### src/rtl/serial_adder_pkg.sv
// serial_adder_pkg: shared state encoding, default width and counter sizing for serial_adder
package serial_adder_pkg;
  typedef enum logic [1:0] {
    IDLE = 2'd0,
    RUN  = 2'd1,
    DONE = 2'd2
  } state_t;
  localparam int DEFAULT_WIDTH = 8;
  function automatic int cnt_w(input int w);
    return (w > 2) ? $clog2(w) : 1;
  endfunction
endpackage

### src/rtl/serial_adder_fa_cell.sv
// fa_cell: combinational 1-bit full adder
//   a, b, ci : addend bits and carry-in
//   s, co    : sum bit and carry-out
module fa_cell (
  input  logic a,
  input  logic b,
  input  logic ci,
  output logic s,
  output logic co
);
  assign s  = a ^ b ^ ci;
  assign co = (a & b) | (ci & (a ^ b));
endmodule

### src/rtl/serial_adder.sv
// serial_adder: bit-serial WIDTH-bit adder, one full-adder cell plus a carry flip-flop, LSB first
//   clk, rst          : clock, synchronous active-high reset
//   start, a, b, cin  : operands captured when start is seen in IDLE or DONE
//   sum, cout, ovf    : result, held from the done cycle until the next result
//   busy, done        : busy high in RUN, done a one-cycle result-valid pulse
//   SERIAL_ADDER_OVF_EN defined: ovf reports signed overflow; otherwise ovf is tied low
module serial_adder
  import serial_adder_pkg::*;
#(
  parameter int WIDTH = DEFAULT_WIDTH
) (
  input  logic             clk,
  input  logic             rst,
  input  logic             start,
  input  logic [WIDTH-1:0] a,
  input  logic [WIDTH-1:0] b,
  input  logic             cin,
  output logic [WIDTH-1:0] sum,
  output logic             cout,
  output logic             ovf,
  output logic             busy,
  output logic             done
);
  localparam int CW = cnt_w(WIDTH);
  state_t           state;
  logic [WIDTH-1:0] a_sh, b_sh, s_next;
  logic [WIDTH-2:0] s_sh;
  logic [CW-1:0]    cnt;
  logic             carry, s, co, last;
  fa_cell u_fa (.a(a_sh[0]), .b(b_sh[0]), .ci(carry), .s(s), .co(co));
  // new bit enters at the top; after the last step s_next holds the whole sum
  assign s_next = {s, s_sh};
  assign last   = cnt == CW'(WIDTH - 1);
  always_ff @(posedge clk) begin
    if (rst) begin
      state <= IDLE;
      a_sh  <= '0;
      b_sh  <= '0;
      s_sh  <= '0;
      carry <= 1'b0;
      cnt   <= '0;
      sum   <= '0;
      cout  <= 1'b0;
      busy  <= 1'b0;
      done  <= 1'b0;
    end else if (state == RUN) begin
      a_sh  <= a_sh >> 1;
      b_sh  <= b_sh >> 1;
      s_sh  <= s_next[WIDTH-1:1];
      carry <= co;
      cnt   <= last ? cnt : cnt + 1'b1;
      state <= last ? DONE : RUN;
      busy  <= !last;
      done  <= last;
      if (last) begin
        sum  <= s_next;
        cout <= co;
      end
    end else begin
      if (start) begin
        a_sh  <= a;
        b_sh  <= b;
        carry <= cin;
        cnt   <= '0;
        s_sh  <= '0;
      end
      state <= start ? RUN : IDLE;
      busy  <= start;
      done  <= 1'b0;
    end
  end
`ifdef SERIAL_ADDER_OVF_EN
  // carry into the MSB differs from carry out of it exactly on signed overflow
  always_ff @(posedge clk) begin
    if (rst) ovf <= 1'b0;
    else if (state == RUN && last) ovf <= carry ^ co;
  end
`else
  assign ovf = 1'b0;
`endif
endmodule

### config.mk
export PLATFORM = sky130hd
export DESIGN_NAME = serial_adder
export DESIGN_NICKNAME = d
export VERILOG_FILES = /design/src/rtl/serial_adder_pkg.sv /design/src/rtl/serial_adder_fa_cell.sv /design/src/rtl/serial_adder.sv
export SDC_FILE = /design/constraint.sdc
export NUM_CORES = 1
export LEC_CHECK = 0
export ABC_CLOCK_PERIOD_IN_PS = 2200
export BUFFER_PORTS_ARGS = -buffer_cell sky130_fd_sc_hd__buf_2
export CORE_UTILIZATION = 51
export CTS_CLUSTER_DIAMETER = 150
export CTS_CLUSTER_SIZE = 12
export DETAILED_ROUTE_END_ITERATION = 10
export PLACE_DENSITY = 0.75
export SYNTH_ARGS = -nofsm -noshare
export SYNTH_HDL_FRONTEND = slang
export SYNTH_HIERARCHICAL = 1
export SYNTH_SLANG_ARGS = --single-unit
export TNS_END_PERCENT = 10
### constraint.sdc
create_clock -name clk -period 2.2 [get_ports clk]
set_input_delay 0.22 -clock clk [delete_from_list [all_inputs] [get_ports clk]]
set_output_delay 0.22 -clock clk [all_outputs]
set_load 0.02 [all_outputs]
# == After elaboration in Yosys (flattened, before gate mapping) ==
# Cells that the tools add are included.
# op_classes
mux,15
n_reduce_logical,6
bitwise,6
eq_ne,3
addsub,1
# ops
operator,count
$mux 7,6
$mux 3,3
$mux 1,4
$mux 2,2
$reduce_and 2->1,2
$reduce_or 2->1,2
$add 3x1->3 const B,1
$eq 3x3->1 const B,1
$and 1x1->1,2
$eq 2x1->1 const B,1
$ne 2x2->1 const B,1
$reduce_bool 2->1,1
$xor 1x1->1,2
$logic_not 1->1,1
$not 1->1,1
$or 1x1->1,1
# word_totals
input_bits,20
regBits,40
out_inout_bits,12

# == Longest topological paths before layout ==
# Gate-level depths: netlist of run 1.
# depth
word_depth,4
depth_mapped,6
ltp_nobuf,5

# == Modules after synthesis ==
# Netlist of run 1, hierarchy kept.
# by_module_without_submodules
mod,cells_per_inst,area_per_inst_um2,instances,seq_area_each_um2
serial_adder,171,1706.6,1,760.7
fa_cell,1,20.0,1,0.0

# == Worst setup path after synthesis of run 1 ==
# No wires, ideal clock.
# synth_timing
path_type,register -> register
start,register cnt[0]
end,register busy
arrival_ps,1231
synth_period_minus_slack_ps,1312
stages_incl_launch_ff,6
path_buffers,1
setup_slack_ps,888
t_required_ps,2119
cell_sequence,dfxtp_1 > ha_1 > ha_1 > and3b_1 > buf_4 > a211oi_2
# synth_between
elab_chain_cells,3
# synth_lines
element,line,rtl
start: declaration,serial_adder.sv:28,logic [CW-1:0] cnt;
start signal: assignment,serial_adder.sv:51,cnt <= last ? cnt : cnt + 1'b1;
$eq 3x3->1,serial_adder.sv:33,assign last = cnt == CW'(WIDTH - 1);
$logic_not 1->1,serial_adder.sv:53,busy <= !last;
$mux 1,serial_adder.sv:46,end else if (state == RUN) begin
end signal: assignment,serial_adder.sv:53,
end signal: assignment,serial_adder.sv:68,busy <= start;
end: declaration,serial_adder.sv:21,"output logic busy,"
# Every way passes these cells.
# A chain may end at the register's enable or synchronous reset.

# == Worst setup path after layout of run 1 ==
# layout_timing
start,register cnt[0]
end,register cnt[0]
# layout_between
elab_chain_cells,3
elab_cells_between_ends,6
cone_classes,1 x add/sub; 2 x eq/ne; 2 x mux; 1 x reduce/logical
# layout_lines
element,line
$add 3x1->3 / $eq 3x3->1 (equally long branches),"serial_adder.sv:51, serial_adder.sv:33"
$mux 3 / $ne 2x2->1 (equally long branches),n/a
$mux 3 / $reduce_and 2->1 (equally long branches),n/a
# Parallel ways exist; a longest one is shown, timed or not. The select of a mux whose other input is x is not followed.

==> results of run 1 <==
## layout by cell type (no fill, tap or decap), types with 3 or more instances in the layout
master and count:
dfxtp_1 38, a211oi_2 16, ha_1 3, nand3_1 7, mux2i_1 17, a21oi_1 18
nand2_1 28, clkbuf_4 5, buf_2 30, nor2_1 5, nor2_2 10
## per-stage QoR
step                      instances  hold slack, ps
after floorplan                 172           415.3
after global placement          233           442.4
after detailed placement        233           445.8
after CTS                       241           178.1
after global routing            241           197.5
final                           241           177.3
## area by class of cell
type | instances | area share (%)
Sequential cell | 38 | 39.97
Timing Repair Buffer | 31 | 8.941
Tap cell | 44 | 2.893
Clock inverter | 1 | 1.578
Clock buffer | 7 | 2.367
Multi-Input combinational cell | 119 | 44.05
Inverter | 1 | 0.1972
## layer usage
metal | part of all wire (%) | up-vias
met1 | 45 | 590
met2 | 50 | 31
met5 | 0 | -
met4 | 1.0 | 0
li1 | - | 647
met3 | 4.4 | 4
## flip-flops by register name, summed over array words and instances (netlist names)
signal,count
a_sh,8
b_sh,8
sum,8
s_sh,7
cnt,3
busy,1
carry,1
cout,1
done,1
## worst max-delay path by stage
stage | to | cells past startpoint
final | cnt[0] | 5
after global routing | sum[2] | 5
after CTS | cnt[0] | 5
after detailed placement | cnt[0] | 5
after global placement | cnt[0] | 5
after floorplan | busy | 5
## critical path: cells and delay by family (launching register included)
family                   cells  cell delay (ps)
adder cells (fa/ha/maj)      2              390
AO/OA/AOI/OAI                1              180
flip-flops                   1              390
AND/OR/NAND/NOR              2              560
## kinds of logic after synthesis
family          Yosys count  share of synthesized area, %
compound gates           37                         18.19
flops                    38                         44.06
fa+ha+maj                 4                         3.334
other cells               1                        0.2172
buf+inv                  15                         7.535
mux                      17                         9.855
simple gates             60                         16.81
## power by group
group          total [mW]  switching [mW]  leakage [nW]  internal [mW]
sequential          0.741          0.0220         0.311          0.719
combinational       0.162          0.0921         0.425         0.0704
clock               0.453           0.212        0.0395          0.241
total                1.36           0.326         0.775           1.03
==> results.md, run 1 <==
* Status: complete, no violations
* Cell Pwr Density at roughly 700 nW/µm²
* Drt first pass iters at 6
* Maximum clock insertion buffer count at 2
* Max Fclk at 625.9 MHz
* Syn Area/Cell at 10.04 µm²
* Final setup viols at 0
* Area growth syn-to-layout at 10.22%
* EDFF count, synth at 0
* Leading post-synthesis cells by cell area: dfxtp_1 (44%), a211oi_2 (12%), mux2i_1 (9.9%)
* M1 GR Usage at approximately 22%
* Postcts setup bufs at 0
* Number of inserted diodes at 0
* Dpl cell area at 1828 µm²
* Port Buffers at 30
* Critical path data arrival time at 1850 ps
* CTS resizes at 0
* Cell variety after synth at 25
* Most common cell in the netlist: dfxtp_1
* DRT antenna net count at 0
* Yosys top cell by area: dfxtp_1
* Hold depth at 3
* Initial DRC count at 57
* GR met2 Demand/Resource at 34.22%
* Met3 GRT Util at 7.143%
* CTS H-Tree Depth at 2
* Crit-path most repeated cell: ha_1
* TNS Setup at 0 ps
* Area of the multi-input gates at 838.3 µm²
* Vias in the first global route at ~1200
* Grt peak-use layer: met2
* Crit Path Class: reg -> reg
* Grt ovf at 0
* Synthesized flop and latch total at 38
* Core Util, Final at 60.84%
* Starting Density at 55.20%
* CP cell instances: ha_1 -> ha_1 -> and3b_1 -> nand2_1 -> a31oi_1
* Synth Cell Area at between 1500 and 2000 µm²
* Crit-path max FO at 13
* Share of cells above drive strength 1 at 32.99%
* CP Launch Type: register
* Worst R2R Path Depth at 5
* Area share of the largest cell type after synthesis at between 40% and 50%
* Die height at 60.19 µm
* Terminus of the critical flop-to-flop path: cnt[0]
* Core Box Area at 3128 µm²
* Post-Place Setup Slack at 638.3 ps
* Initial antenna violation count at 0
* Clock latency at the later pin of the worst-skew pair at roughly 340 ps
* Predominant post-synthesis flop cell: dfxtp_1
* Max stage delay on crit path at 460 ps
* Routed wire length at 3100 µm
* Slew HR at 45.78%
* Clock Sinks at 38
* Critical Path End Type: register
* DRC at 0
* Synth cell count leaders: dfxtp_1 (38), nand2_1 (28), a21oi_1 (18)
* RSZ-0062 raised after global routing: false
* PnR worst setup slack at 602.4 ps
* Synth async-reset ratio at 0%
* Critical R2R Launch: cnt[0]
* Setup Skew at 12.92 ps
* CP max stage cell: and3b_1
* FP Rows at 20
* Post-layout instance area at 1903 µm²
* LEAKAGE at 0.7753 nW
* Full die area at 3622 µm²
* Net Count, Synth at between 150 and 200
* Final period util at 72.62%
* Beginning of the critical path: cnt[0]
* First-pass GRT wire length at 5140 µm
* Post-layout power at about 1.4 mW
* Via count at 1272
* Layout fillers at 278
* Hold_sp: b[7]
* Clk root buf: clkbuf_4
* Clock slew at reported path FFs at 110 ps
* Io pins at 32
* Worst endpoint required time at 2460 ps
* Max cap viols at 0
* Final Critical Period at 1598 ps
* R2r setup slk at 600 ps
* Drt wl/cell at 12.86 µm
* Least-Margin Pin Slew at 813.3 ps
* Final Hold Viols at 0
* Ys Warns at 6
* Syn Inst Count at around 170
* Register area at 760.7 µm²
* CTS tree: built
* Placer congestion estimate at approximately 0.71
* Hold endpoint: b_sh[7]
* Post-synthesis sequential area ratio at 44.06%
* Gr usage total at 19.55%
* Final count of pins violating max slew at 0
* DR vias/cell at 5.278
* Post-DP HPWL at roughly 2200 µm
* CTS Buf Count at 5
* Die Width at 60.19 µm
* Largest net degree at the start of global routing at 39
* Worst hold-check path type: in -> reg
* # nets final at 220
* # hold bufs at CTS at 0
* Peak supply drop at 0.5811 mV
Power figures use the tool's default switching activity.
==> inputs of run 2 (changes only) <==
ABC_AREA = 1   (was unset)
ABC_CLOCK_PERIOD_IN_PS = 1640   (was 2200)
PLACE_DENSITY = 0.76   (was 0.75)
clock period = 1.64 ns   (was 2.2 ns; I/O delays follow)
==> results.md, run 2 <==
* Post-synthesis compound-gate area fraction at 6.657% (-12 points)
* Predominant post-synthesis flop cell: dfxtp_1
* Inst Count DP at 293 (+26%)
* Hold slack at 81.43 ps (-95.87 ps)
* Peak supply drop at 0.5629 mV (-3.1%)
* Cell Pwr Density at 863.1 nW/µm² (+21%)
* Ys Warns at 6 (unchanged)
* Vias in the first global route at 1284 (+6.0%)
* Yosys top cell by area: dfxtp_1
* Most common cell in the netlist: nand2_1
* Die height at 58.95 µm (-2.1%)
* Share of cells above drive strength 1 at 17.58% (-15 points)
* Crit-path max FO at 9 (-4)
* Gr usage total at 21.34% (+1.8 points)
* Number of inserted diodes at 0 (unchanged)
* # hold bufs at CTS at 0 (unchanged)
* Syn Area/Cell at 7.287 µm² (-27%)
* Worst hold-check path type: in -> reg
* Hold depth at 3 (unchanged)
* Starting Density at 54.18% (-1.0 points)
* Status: complete, no violations
* PnR worst setup slack at 199.0 ps (-403.4 ps)
* CTS resizes at 0 (unchanged)
* Synth Cell Area at 1654 µm² (-4.2%)
* Critical path data arrival time at 1720 ps (-130 ps)
* Worst R2R Path Depth at 6 (+1)
* CP Launch Type: register
* FP Rows at 20 (unchanged)
* Hold_sp: a[7]
* CTS H-Tree Depth at 2 (unchanged)
* DRC at 0 (unchanged)
* Synth cell count leaders: nand2_1 (70), nand3_1 (48), dfxtp_1 (38)
* Post-Place Setup Slack at 221.7 ps (-416.6 ps)
* Final count of pins violating max slew at 0 (unchanged)
* Clock Sinks at 38 (unchanged)
* Worst endpoint required time at 1910 ps (-550 ps)
* Grt ovf at 0 (unchanged)
* Critical R2R Launch: cnt[0]
* Io pins at 32 (unchanged)
* Terminus of the critical flop-to-flop path: sum[3]
* Largest registers: a_sh (8), b_sh (8), sum (8)
* Setup Skew at 7.940 ps (-4.981 ps)
* Area growth syn-to-layout at 12.10%
* Final Hold Viols at 0 (unchanged)
* Initial antenna violation count at 0 (unchanged)
* Port Buffers at 30 (unchanged)
* DRT antenna net count at 0 (unchanged)
* Synth async-reset ratio at 0% (unchanged)
* Die Width at 58.95 µm (-2.1%)
* Critical Path End Type: register
* LEAKAGE at 0.9106 nW (+17%)
* DR vias/cell at 4.970 (-5.8%)
* Postcts setup bufs at 0 (unchanged)
* Final period util at 87.87% (+15 points)
* Max Fclk at 694.0 MHz (+11%)
* Largest net degree at the start of global routing at 33 (-15%)
* Maximum clock insertion buffer count at 2 (unchanged)
* Least-Margin Pin Slew at 509.2 ps (-304.1 ps)
* Hold endpoint: a_sh[7]
* EDFF count, synth at 0 (unchanged)
* Commonest cells after routing, fill and taps aside: nand2_1 (70), nand3_1 (48), dfxtp_1 (38)
* Clock slew at reported path FFs at 110 ps (about the same)
* Post-synthesis sequential area ratio at 45.99% (+1.9 points)
* Final Critical Period at 1441 ps (-156.6 ps)
* Synthesized flop and latch total at 38 (unchanged)
* Multiplexer share of the synthesized area at 0% (-9.9 points)
* Area share of the largest cell type after synthesis at 45.99% (+1.9 points)
* Final setup viols at 0 (unchanged)
* Cell variety after synth at 21 (-16%)
* Routed wire length at 3298 µm (+6.4%)
* Drt wl/cell at 10.99 µm (-15%)
* Full die area at 3475 µm² (-4.1%)
* R2r setup slk at 200 ps (-400 ps)
* Max cap viols at 0 (unchanged)
* Post-Synth XOR/XNOR Area at 0% (unchanged)
* Clk root buf: clkbuf_4
* Core Box Area at 3053 µm² (-2.4%)
* Post-synthesis simple-gate area fraction at 33.59% (+17 points)
* Final std cells w/o fill at 300 (+24%)
* Syn Inst Count at 227 (+32%)
* Placer congestion estimate at 0.7283 (+3.1%)
* Initial DRC count at 40 (-30%)
* CTS Buf Count at 5 (unchanged)
* Via count at 1491 (+17%)
* Slew HR at 65.84% (+20 points)
* First-pass GRT wire length at 5471 µm (+6.4%)
* TNS Setup at 0 ps (unchanged)
* Most common cell after layout, fill and taps aside: nand2_1
* Drt first pass iters at 4 (-2)
* CTS tree: built
* Adder-cell area share of the yosys netlist at 3.480% (+0.15 points)
* # nets final at 280 (+27%)
* RSZ-0062 raised after global routing: false
* Leading post-synthesis cells by cell area: dfxtp_1 (46%), nand2_1 (16%), nand3_1 (15%)
* Net Count, Synth at 251 (+28%)
* Layout fillers at 306 (+10%)
* Crit Path Class: reg -> reg
* Clock latency at the later pin of the worst-skew pair at 340 ps (about the same)
* Post-DP HPWL at 2230 µm (+2.1%)
* Largest family of logic cells by synthesized area: simple AND/OR/NAND/NOR gates
[run 2: worst max-delay path by stage]
| stage | start | to | slack [ps] | cells after the start |
|---|---|---|---|---|
| global route | cnt[1] | sum[4] | 80 | 6 |
| floorplan | cnt[0] | sum[5] | 430 | 6 |
| CTS | cnt[0] | sum[4] | 200 | 6 |
| detailed placement | cnt[0] | sum[4] | 220 | 6 |
| global placement | cnt[0] | sum[6] | 290 | 6 |
| finish | cnt[0] | sum[3] | 200 | 6 |
[run 2: stage by stage]
step	instance area [µm²]	total power, mW	util (%)
CTS	1854	1.609	60.74
global placement	1809	1.174	59.26
detailed placement	1809	1.176	59.26
floorplan	1654	1.129	-
global route	1854	1.687	60.74
finish	1854	1.601	60.74
[run 2: worst max-delay path: stages (launching register included)]
cell	delay (ps)
dfxtp_1	360
ha_1	180
ha_1	180
inv_1	70
nor2_2	330
nand2_1	100
a21oi_1	150
[run 2: cell families (layout without fill, tap and decap cells)]
kind of cell    after synthesis  in the layout
compound gates               21             21
fa+ha+maj                     4              4
buf+inv                      35             64
flops                        38             38
other cells                   1              1
simple gates                128            128
[run 2: final cells by class]
cell class | count | area [µm²] | area share (%)
clock buffers | 7 | 45.04 | 2.429
repair buffers | 34 | 180.2 | 9.717
well taps | 44 | 55.05 | 2.969
flip-flops and latches | 38 | 760.7 | 41.03
multi-input cells | 154 | 726.9 | 39.20
inverters | 23 | 86.33 | 4.656
[run 2: power by group]
part           total, mW  switching [mW]  internal, mW
clock              0.447           0.285         0.162
sequential         0.972          0.0184         0.954
combinational      0.181           0.114        0.0676
total               1.60           0.417          1.18
[run 2: metal layers]
metal | routed length (µm) | up-vias | GRT usage (%)
li1 | - | 775 | -
met1 | 1592 | 669 | 27.25
met2 | 1515 | 39 | 33.77
met3 | 123 | 8 | 4.615
met4 | 65 | 0 | 11.22
met5 | 0 | - | 0
